<file path="src/rtl/riscv_operand_fetch_if.sv">
// Instruction, ALU-operand and writeback signals of the operand-fetch stage.
// The upstream/ALU side uses the master modport; the stage itself uses slave.
interface riscv_operand_fetch_if #(
    parameter int unsigned DATA_WIDTH = 32
) ();

    // Instruction handshake
    logic                  instruction_valid;
    logic [31:0]           instruction;
    logic                  instruction_ready;

    // Issued operands towards the ALU
    logic                  enable;
    logic [2:0]            funct3;
    logic                  funct7_bit5;
    logic [DATA_WIDTH-1:0] register_data_1;
    logic [DATA_WIDTH-1:0] register_data_2;
    logic [4:0]            destination_register;
    logic                  illegal_instruction;

    // Result coming back from the ALU stage
    logic                  writeback_enable;
    logic [4:0]            writeback_register;
    logic [DATA_WIDTH-1:0] writeback_data;

    modport master (
        output instruction_valid,
        output instruction,
        input  instruction_ready,
        input  enable,
        input  funct3,
        input  funct7_bit5,
        input  register_data_1,
        input  register_data_2,
        input  destination_register,
        input  illegal_instruction,
        output writeback_enable,
        output writeback_register,
        output writeback_data
    );

    modport slave (
        input  instruction_valid,
        input  instruction,
        output instruction_ready,
        output enable,
        output funct3,
        output funct7_bit5,
        output register_data_1,
        output register_data_2,
        output destination_register,
        output illegal_instruction,
        input  writeback_enable,
        input  writeback_register,
        input  writeback_data
    );

endinterface

</file>
<file path="src/rtl/riscv_operand_fetch.sv">
// RV32I decode and operand-fetch stage: decodes OP / OP-IMM words, reads the
// register file it owns (with writeback bypass), tracks outstanding results in
// a pending scoreboard and presents registered operands to the ALU.
module riscv_operand_fetch #(
    parameter int unsigned DATA_WIDTH     = 32,
    parameter int unsigned REGISTER_COUNT = 32
) (
    input logic                  clock,
    input logic                  reset_n,
    riscv_operand_fetch_if.slave bus
);

    localparam logic [6:0] OpcodeOp    = 7'b0110011;
    localparam logic [6:0] OpcodeOpImm = 7'b0010011;
    localparam logic [6:0] Funct7Base  = 7'b0000000;
    localparam logic [6:0] Funct7Alt   = 7'b0100000;
    localparam logic [2:0] Funct3Add   = 3'b000;
    localparam logic [2:0] Funct3Sll   = 3'b001;
    localparam logic [2:0] Funct3Srx   = 3'b101;

    // Instruction fields
    logic [6:0] opcode;
    logic [4:0] rd;
    logic [2:0] field_funct3;
    logic [4:0] rs1;
    logic [4:0] rs2;
    logic [6:0] field_funct7;

    assign opcode       = bus.instruction[6:0];
    assign rd           = bus.instruction[11:7];
    assign field_funct3 = bus.instruction[14:12];
    assign rs1          = bus.instruction[19:15];
    assign rs2          = bus.instruction[24:20];
    assign field_funct7 = bus.instruction[31:25];

    // Architectural state
    logic [DATA_WIDTH-1:0]     regs_q [REGISTER_COUNT];
    logic [REGISTER_COUNT-1:0] pending_q;
    logic [REGISTER_COUNT-1:0] pending_d;

    // Registered ALU-facing outputs
    logic                  enable_q,      enable_d;
    logic                  illegal_q,     illegal_d;
    logic [2:0]            funct3_q,      funct3_d;
    logic                  funct7_bit5_q, funct7_bit5_d;
    logic [DATA_WIDTH-1:0] operand_1_q,   operand_1_d;
    logic [DATA_WIDTH-1:0] operand_2_q,   operand_2_d;
    logic [4:0]            destination_q, destination_d;

    // Decode results
    logic                  is_r_type;
    logic                  is_i_type;
    logic                  legal;
    logic                  uses_rs2;
    logic                  decoded_funct7_bit5;
    logic [DATA_WIDTH-1:0] immediate;

    // Hazard / handshake
    logic rs1_busy;
    logic rs2_busy;
    logic rd_busy;
    logic hazard;
    logic ready;
    logic transfer;
    logic issue;

    // Operand read path
    logic                  bypass_1;
    logic                  bypass_2;
    logic [DATA_WIDTH-1:0] read_data_1;
    logic [DATA_WIDTH-1:0] read_data_2;
    logic                  regfile_write;

    // Decode legality, operand-2 source and the SUB/SRA modifier
    always_comb begin
        is_r_type           = (opcode == OpcodeOp);
        is_i_type           = (opcode == OpcodeOpImm);
        legal               = 1'b0;
        uses_rs2            = 1'b0;
        decoded_funct7_bit5 = 1'b0;
        immediate           = {{(DATA_WIDTH-12){bus.instruction[31]}}, bus.instruction[31:20]};
        if (is_r_type) begin
            uses_rs2            = 1'b1;
            decoded_funct7_bit5 = bus.instruction[30];
            legal = (field_funct7 == Funct7Base) ||
                    ((field_funct7 == Funct7Alt) &&
                     ((field_funct3 == Funct3Add) || (field_funct3 == Funct3Srx)));
        end else if (is_i_type) begin
            unique case (field_funct3)
                Funct3Sll: begin
                    // Shift amount only; upper bits are an encoding field, not immediate
                    immediate           = {{(DATA_WIDTH-5){1'b0}}, bus.instruction[24:20]};
                    decoded_funct7_bit5 = bus.instruction[30];
                    legal               = (field_funct7 == Funct7Base);
                end
                Funct3Srx: begin
                    immediate           = {{(DATA_WIDTH-5){1'b0}}, bus.instruction[24:20]};
                    decoded_funct7_bit5 = bus.instruction[30];
                    legal = (field_funct7 == Funct7Base) || (field_funct7 == Funct7Alt);
                end
                default: begin
                    legal = 1'b1;
                end
            endcase
        end
    end

    // Hazard detection: a writeback landing this cycle releases its register
    always_comb begin
        rs1_busy = pending_q[rs1] &&
                   !(bus.writeback_enable && (bus.writeback_register == rs1));
        rs2_busy = pending_q[rs2] &&
                   !(bus.writeback_enable && (bus.writeback_register == rs2));
        rd_busy  = (rd != 5'd0) && pending_q[rd] &&
                   !(bus.writeback_enable && (bus.writeback_register == rd));
        // Illegal words are consumed without waiting on the scoreboard
        hazard   = legal && (rs1_busy || (uses_rs2 && rs2_busy) || rd_busy);
        ready    = reset_n && !hazard;
        transfer = bus.instruction_valid && ready;
        issue    = transfer && legal;
    end

    assign bus.instruction_ready = ready;

    // Register read with same-cycle writeback bypass; x0 is hardwired to zero
    always_comb begin
        bypass_1    = bus.writeback_enable && (bus.writeback_register == rs1);
        bypass_2    = bus.writeback_enable && (bus.writeback_register == rs2);
        read_data_1 = '0;
        read_data_2 = '0;
        if (rs1 != 5'd0) begin
            read_data_1 = bypass_1 ? bus.writeback_data : regs_q[rs1];
        end
        if (rs2 != 5'd0) begin
            read_data_2 = bypass_2 ? bus.writeback_data : regs_q[rs2];
        end
    end

    // Next-state of the ALU-facing outputs; fields hold while nothing issues
    always_comb begin
        enable_d      = issue;
        illegal_d     = transfer && !legal;
        funct3_d      = funct3_q;
        funct7_bit5_d = funct7_bit5_q;
        operand_1_d   = operand_1_q;
        operand_2_d   = operand_2_q;
        destination_d = destination_q;
        if (issue) begin
            funct3_d      = field_funct3;
            funct7_bit5_d = decoded_funct7_bit5;
            operand_1_d   = read_data_1;
            operand_2_d   = uses_rs2 ? read_data_2 : immediate;
            destination_d = rd;
        end
    end

    // Output registers
    always_ff @(posedge clock) begin
        if (!reset_n) begin
            enable_q      <= 1'b0;
            illegal_q     <= 1'b0;
            funct3_q      <= '0;
            funct7_bit5_q <= 1'b0;
            operand_1_q   <= '0;
            operand_2_q   <= '0;
            destination_q <= '0;
        end else begin
            enable_q      <= enable_d;
            illegal_q     <= illegal_d;
            funct3_q      <= funct3_d;
            funct7_bit5_q <= funct7_bit5_d;
            operand_1_q   <= operand_1_d;
            operand_2_q   <= operand_2_d;
            destination_q <= destination_d;
        end
    end

    assign bus.enable               = enable_q;
    assign bus.illegal_instruction  = illegal_q;
    assign bus.funct3               = funct3_q;
    assign bus.funct7_bit5          = funct7_bit5_q;
    assign bus.register_data_1      = operand_1_q;
    assign bus.register_data_2      = operand_2_q;
    assign bus.destination_register = destination_q;

    // Scoreboard next-state: writeback clears, issue sets, set wins on a tie
    always_comb begin
        pending_d = pending_q;
        if (bus.writeback_enable) begin
            pending_d[bus.writeback_register] = 1'b0;
        end
        if (issue && (rd != 5'd0)) begin
            pending_d[rd] = 1'b1;
        end
        pending_d[0] = 1'b0;
    end

    // Scoreboard register
    always_ff @(posedge clock) begin
        if (!reset_n) begin
            pending_q <= '0;
        end else begin
            pending_q <= pending_d;
        end
    end

    assign regfile_write = bus.writeback_enable && (bus.writeback_register != 5'd0);

    // Register file; writes land whether or not the target was pending
    always_ff @(posedge clock) begin
        if (!reset_n) begin
            for (int i = 0; i < REGISTER_COUNT; i++) begin
                regs_q[i] <= '0;
            end
        end else if (regfile_write) begin
            regs_q[bus.writeback_register] <= bus.writeback_data;
        end
    end

endmodule

</file>
<file path="src/flat_wrapper.sv">
// flat-port wrapper written by rule: the top's interface ports become plain ports
module riscv_operand_fetch_flat 
#(
    parameter int unsigned DATA_WIDTH     = 32,
    parameter int unsigned REGISTER_COUNT = 32
)
  (clock, reset_n, bus_instruction_valid, bus_instruction, bus_instruction_ready, bus_enable, bus_funct3, bus_funct7_bit5, bus_register_data_1, bus_register_data_2, bus_destination_register, bus_illegal_instruction, bus_writeback_enable, bus_writeback_register, bus_writeback_data);
  riscv_operand_fetch_if #(.DATA_WIDTH(DATA_WIDTH)) bus_i ();
  input logic clock;
  input logic reset_n;
  input wire logic [$bits(bus_i.instruction_valid)-1:0] bus_instruction_valid;
  input wire logic [$bits(bus_i.instruction)-1:0] bus_instruction;
  output wire logic [$bits(bus_i.instruction_ready)-1:0] bus_instruction_ready;
  output wire logic [$bits(bus_i.enable)-1:0] bus_enable;
  output wire logic [$bits(bus_i.funct3)-1:0] bus_funct3;
  output wire logic [$bits(bus_i.funct7_bit5)-1:0] bus_funct7_bit5;
  output wire logic [$bits(bus_i.register_data_1)-1:0] bus_register_data_1;
  output wire logic [$bits(bus_i.register_data_2)-1:0] bus_register_data_2;
  output wire logic [$bits(bus_i.destination_register)-1:0] bus_destination_register;
  output wire logic [$bits(bus_i.illegal_instruction)-1:0] bus_illegal_instruction;
  input wire logic [$bits(bus_i.writeback_enable)-1:0] bus_writeback_enable;
  input wire logic [$bits(bus_i.writeback_register)-1:0] bus_writeback_register;
  input wire logic [$bits(bus_i.writeback_data)-1:0] bus_writeback_data;
  assign bus_i.instruction_valid = bus_instruction_valid;
  assign bus_i.instruction = bus_instruction;
  assign bus_instruction_ready = bus_i.instruction_ready;
  assign bus_enable = bus_i.enable;
  assign bus_funct3 = bus_i.funct3;
  assign bus_funct7_bit5 = bus_i.funct7_bit5;
  assign bus_register_data_1 = bus_i.register_data_1;
  assign bus_register_data_2 = bus_i.register_data_2;
  assign bus_destination_register = bus_i.destination_register;
  assign bus_illegal_instruction = bus_i.illegal_instruction;
  assign bus_i.writeback_enable = bus_writeback_enable;
  assign bus_i.writeback_register = bus_writeback_register;
  assign bus_i.writeback_data = bus_writeback_data;
  riscv_operand_fetch #(.DATA_WIDTH(DATA_WIDTH), .REGISTER_COUNT(REGISTER_COUNT)) u_core (.clock(clock), .reset_n(reset_n), .bus(bus_i));
endmodule
</file>
<file path="config.mk">
export PLATFORM = sky130hd
export DESIGN_NAME = riscv_operand_fetch_flat
export DESIGN_NICKNAME = d
export VERILOG_FILES = /design/src/rtl/riscv_operand_fetch_if.sv /design/src/rtl/riscv_operand_fetch.sv /design/src/flat_wrapper.sv
export SDC_FILE = /design/constraint.sdc
export NUM_CORES = 2
export LEC_CHECK = 0
export BUFFER_PORTS_ARGS = -buffer_cell sky130_fd_sc_hd__clkbuf_2
export CORE_UTILIZATION = 46
export DETAILED_ROUTE_END_ITERATION = 10
export PLACE_DENSITY = 0.64
export SYNTH_ARGS = -nofsm -noshare
export SYNTH_HDL_FRONTEND = slang
export SYNTH_SLANG_ARGS = --single-unit
</file>
<file path="constraint.sdc">
create_clock -name clock -period 4.5 [get_ports clock]
set_input_delay 0.9 -clock clock [delete_from_list [all_inputs] [get_ports clock]]
set_output_delay 0.9 -clock clock [all_outputs]
set_load 0.1 [all_outputs]
</file>
# == After elaboration in Yosys (flattened, before gate mapping) ==
# Memory sizes are Yosys's and may differ from the RTL's.
# Index checks and enable logic that the tools add are counted.
# totals
in_bits,73
register_bits,107
romBits,0
mem_bits_rw,1024
output_inout_bits,76
n_memories,1
latch_bits,0
# mem_list
memory,depth,width,rd,rd_ports_with_merged_regs,write_ports,line_no,text
u_core.regs_q,32,32,2,0,32,riscv_operand_fetch.sv:37,logic [DATA_WIDTH-1:0] regs_q [REGISTER_COUNT];
# op_classes
div,0
mux,34
n_reduce_logical,36
magnitude_cmp,6
shifts,0
bitwise,3
addsub,0
n_mul,0
n_eq_ne,8
# ops
op,n
$mux W32,11
$and A32 B32 Y32,1
$not A32 Y32,1
$or A32 B32 Y32,1
$reduce_or A32 Y1,1
$lt A5 B6 Y1 const B,4
$reduce_bool A5 Y1,4
$logic_and A1 B1 Y1,18
$mux W1,16
$bmux W1 S5,3
$eq A5 B5 Y1,3
$eq A7 B6 Y1 const B,2
$demux W1 S5,2
$ge A5 B1 Y1 const B,2
$eq A7 B5 Y1 const B,1
$logic_not A7 Y1,1
$logic_not A1 Y1,5
$logic_or A1 B1 Y1,5
$mux W5,1
$eq A3 B1 Y1 const B,1
$eq A3 B3 Y1 const B,1
$logic_not A3 Y1,1
$pmux W1 S2,1
$reduce_or A2 Y1,1

# == Logic depth before layout (Yosys ltp) ==
# depth
ltp_word,14
depth_mapped,13

# == Worst setup path after synthesis ==
# OpenSTA, ideal clock, no wires.
# synth_path
kind,in2out
start,in bus_instruction[21]
end,out bus_instruction_ready
required_time_ps,3600
arrival_ps,4587
path_slack_ps,-987
path_buffers,2
cell_stages,8
cell_sequence,clkbuf_1 > clkbuf_1 > mux2i_1 > nand3_1 > a41oi_1 > o21ai_0 > a31o_1 > o31ai_1
# synth_between
elab_chain_cells,10
# synth_lines
element,line_no,text
"start, declared",flat_wrapper.sv:12,input wire logic [$bits(bus_i.instruction)-1:0] bus_instruction;
branches (longest 3 deep; another with $bmux W1 S5),-,
$logic_and A1 B1 Y1 *,riscv_operand_fetch.sv:112,rs2_busy = pending_q[rs2] &&
$logic_and A1 B1 Y1 *,riscv_operand_fetch.sv:117,hazard = legal && (rs1_busy || (uses_rs2 && rs2_busy) || rd_busy);
$logic_or A1 B1 Y1 * (2 in series),riscv_operand_fetch.sv:117,
$logic_and A1 B1 Y1 *,riscv_operand_fetch.sv:117,
$logic_not A1 Y1 *,riscv_operand_fetch.sv:118,ready = reset_n && !hazard;
$logic_and A1 B1 Y1 *,riscv_operand_fetch.sv:118,
"end, declared",flat_wrapper.sv:13,output wire logic [$bits(bus_i.instruction_ready)-1:0] bus_instruction_ready;
# Every way passes the cells marked *. The select of a mux whose other input is x is not followed.

# == Final worst setup path ==
# layout_path
start,in bus_instruction[15]
end,out bus_instruction_ready
# layout_between
elab_chain_cells,9
# layout_lines
element,line_no,text
branches (longest 3 deep; another with $bmux W1 S5),-,
$logic_and A1 B1 Y1 *,riscv_operand_fetch.sv:110,rs1_busy = pending_q[rs1] &&
$logic_or A1 B1 Y1 * (2 in series),riscv_operand_fetch.sv:117,
$logic_and A1 B1 Y1 *,riscv_operand_fetch.sv:117,
$logic_not A1 Y1 *,riscv_operand_fetch.sv:118,
$logic_and A1 B1 Y1 *,riscv_operand_fetch.sv:118,
# Marks and branches as above.

==> implementation parameters <==
Parameter                              Value

Clocking
  Master cell of the clock root buffer ... sky130_fd_sc_hd__clkbuf_16
  Worst skew pair latency ... 770 ps
  TritonCTS buffer count ... 119
  Maximum count of clock buffers along a single path ... 3
  Clock sink count ... 1130
  # Post-CTS Setup Buffers ... 0
  CTS tree ... built
  Resized Gates After CTS ... 0
  Clock transition at the registers of the reported paths ... 60 ps
  CTS Hold Buffers Added ... 0
  CTS H-Tree Depth ... 3

Place
  PortBufs ... 148
  Gpl congestion ... 0.911
  Area of placed instances ... 64300 sq um
  Detailed placement HPWL ... 124000 um
  Setup WS pre-CTS ... 571 ps

Setup path
  Cell Chain, Critical Path ... buf_8 -> mux4_2 -> mux4_2 -> and3b_1 -> a31o_1 -> o31ai_2 -> buf_12
  CP dominant cell by count ... sky130_fd_sc_hd__mux4_2
  Critical-path top delay cell ... sky130_fd_sc_hd__mux4_2
  CP Launch Point ... bus_instruction[15]
  Cell depth of the worst flop-to-flop path ... 7
  Sort of element at the start of the critical path ... input port
  Biggest cell delay along the critical path ... 520 ps
  Number of stages on the worst setup path ... 7
  Worst path required time ... 3600 ps
  Crit path arrival time ... 3030 ps
  Kind of cell adding the most delay to the critical path ... multiplexers
  Critical Path End Type ... output pin
  Largest fanout on the critical path ... 17
  R2R Path Start ... u_core.pending_q[15]$_SDFF_PN0_
  CP bufs+invs ... 2
  Worst setup path category ... input port to output pin

Route
  Total wire length after detailed routing ... 207000 um
  Vias post-DR ... 41600
  Remaining DRCs ... 0
  Vias per inst ... 6.53
  Antenna viol nets, final ... 0
  Detailed-router iteration count before antenna repair ... 7
  Average detailed-routed wire length per instance ... 32.5 um
  Iter 0 DRT Violations ... 5947

Cells and area
  Layout-stage area growth over the synthesis result ... 12.1%
  Fin area ... 68100 sq um
  Filler instances ... 10900
  Register Area ... 32900 sq um
  Core utilization of the finished layout ... 52.3%
  Layout net count ... 4592
  Share of final-layout standard cells stronger than drive strength 1 ... 22.8%
  Area of combinational cells with multiple inputs ... 26700 sq um

STA
  Minimum period implied by the final worst setup slack ... 3930 ps
  Final worst-path setup slack ... 571 ps
  Post-Route Setup TNS ... 0 ps
  Slew at the pin with the worst max-slew slack ... 1330 ps
  Part of the cycle the worst path needs ... 87.3%
  Setup-violating endpoint count in the final report ... 0
  Final clock skew ... 25.9 ps
  Max Slew Vio Count ... 0
  Unrepaired setup endpoints after global routing ... false
  Achievable clock frequency ... 255 MHz
  Hold Fails Final Rpt ... 0
  Max-slew headroom ... 11.2%

Worst hold path
  Class of the most critical hold timing path ... input port to register
  Hold path startpoint ... bus_instruction[12]
  Cells on Worst Hold Path ... 3

Floorplanning
  CORE AREA ... 130000 sq um
  Number of placement rows ... 132
  Die width ... 365 um
  Height of the die ... 365 um
  Initial cell density of the core ... 46.6%
  Area of the die ... 133000 sq um
  Count of boundary I/O pins ... 149

Global route
  Remaining global-route overflow ... 0
  First-pass GRT wire length ... 293000 um
  Initial antenna violation count ... 23
  Maximum number of pins on one net before global-route repair ... 85
  Total Routing Usage GR ... 31.0%
  Via count of the first global-routing pass ... 40300

Power
  Clock network fraction of design power ... 39.0%
  Peak supply drop ... 448 uV
  Pwr Density ... 366 nW/um^2
  Fraction of power spent switching nets ... 25.8%
  Net switching power of the design ... 0.00642 W
  Internal power ... 0.0185 W
  Leak ... 24.3 nW
  Sequential share of power ... 49.0%
  Combinational share of power ... 12.0%

Synthesis
  Number of synthesized register bits ... 1130
  Share of Yosys cell area claimed by the top area cell type ... 50.6%
  Post-Synthesis Cells ... 4513
  Biggest area consumer among synthesized cells ... sky130_fd_sc_hd__edfxtp_1
  Proportion of synthesized flip-flops having asynchronous set or reset ... 0%
  Yosys cell types ... 60
  Ranking of synthesized cells by area ... sky130_fd_sc_hd__edfxtp_1 (51%), sky130_fd_sc_hd__mux4_2 (15%), sky130_fd_sc_hd__and2_1 (10%)
  Top cells by instance count after synthesis ... sky130_fd_sc_hd__edfxtp_1 (1024), sky130_fd_sc_hd__and2_1 (1001), sky130_fd_sc_hd__mux4_2 (399)
  Syn avg cell area ... 13.5 sq um
  Number of flops mapped to enable cells by yosys ... 1024
  Prevailing post-synth register cell ... sky130_fd_sc_hd__edfxtp_1
  Most common cell in the netlist ... sky130_fd_sc_hd__edfxtp_1
  Number of synthesis warnings ... 0
  Fraction of the yosys area taken by sequential cells ... 54.1%
  Netlist area before placement ... 60700 sq um

Outcome
  Status ... completed

Run
  Max Cap Violations ... 0
[cell type report]
class	count	share of cell area [%]
Sequential cell	1130	48.3
Antenna cell	8	0.0294
Multi-Input combinational cell	2940	39.3
Clock inverter	61	0.739
Tap cell	1742	3.20
Clock buffer	162	4.83
Timing Repair Buffer	320	3.63
Inverter	8	0.0441
[worst min-delay path: cells and delay by family]
kind	cells	cell delay (ps)
mux	1	50
buf+inv	1	100
simple gates	1	50
[layer usage]
layer	vias up	part of all wire (%)	global-route usage, %
met5	-	0.072	0
met4	24	4.5	13.3
met3	442	12	7.01
met2	2741	45	47.0
met1	21200	39	42.8
li1	17200	-	-
[cells by family after synthesis]
family | Yosys count | synth area share [%]
simple gates | 1456 | 13.7
flops | 1130 | 54.1
mux | 839 | 22.2
compound gates | 598 | 6.63
buf+inv | 474 | 3.11
xor+xnor | 15 | 0.216
other cells | 1 | 0.00618
[state kept, by name (all words and copies together), names as in the netlist]
register,flops
u_core.regs_q,1024
u_core.pending_q,31
u_core.bus.register_data_2,32
u_core.bus.destination_register,5
u_core.bus.funct3,3
u_core.bus.register_data_1,32
u_core.bus.enable,1
u_core.bus.funct7_bit5,1
u_core.bus.illegal_instruction,1
[path summary, 6_finish.rpt]
check / slack (ps) / to
worst max-delay path: 570 / bus_instruction_ready
worst min-delay path: 410 / u_core.bus.funct3[0]$_SDFFE_PN0P_
worst max register to register: 1310 / u_core.bus.register_data_1[27]$_SDFFE_PN0P_
worst min register to register: 460 / u_core.bus.register_data_2[4]$_SDFFE_PN0P_
[power groups by stage]
stage	clock [W]	combinational, W	sequential, W
finish	0.00973	0.00299	0.0122
global route	0.0102	0.00308	0.0123
CTS	0.00982	0.00294	0.0122
detailed placement	0	0.00293	0.0124
global placement	0	0.00291	0.0124
floorplan	0	0.00181	0.0124
[through the flow]
stage	std cells	total power [W]	hold WS [ps]
3_3_place_gp	6140	0.0153	446
4_1_cts	6363	0.0250	368
3_5_place_dp	6140	0.0154	455
5_1_grt	6363	0.0256	410
2_1_floorplan	4544	0.0142	467
6_report	6371	0.0249	407
[cell usage in the layout, fill, tap and decap left out, types with 94 or more instances in the layout]
master                      synthesis  routed
sky130_fd_sc_hd__and2_1          1001    1001
sky130_fd_sc_hd__a21oi_1          118     117
sky130_fd_sc_hd__edfxtp_1        1024    1024
sky130_fd_sc_hd__buf_4              0     146
sky130_fd_sc_hd__nand2_1          184     182
sky130_fd_sc_hd__mux4_2           399     399
sky130_fd_sc_hd__mux2i_1          373     373
sky130_fd_sc_hd__clkbuf_16          0     120
sky130_fd_sc_hd__dfxtp_1          106     106
sky130_fd_sc_hd__clkbuf_2           0     138
sky130_fd_sc_hd__a22oi_1           94      94
Note: power is estimated with default switching activity, not from simulation.
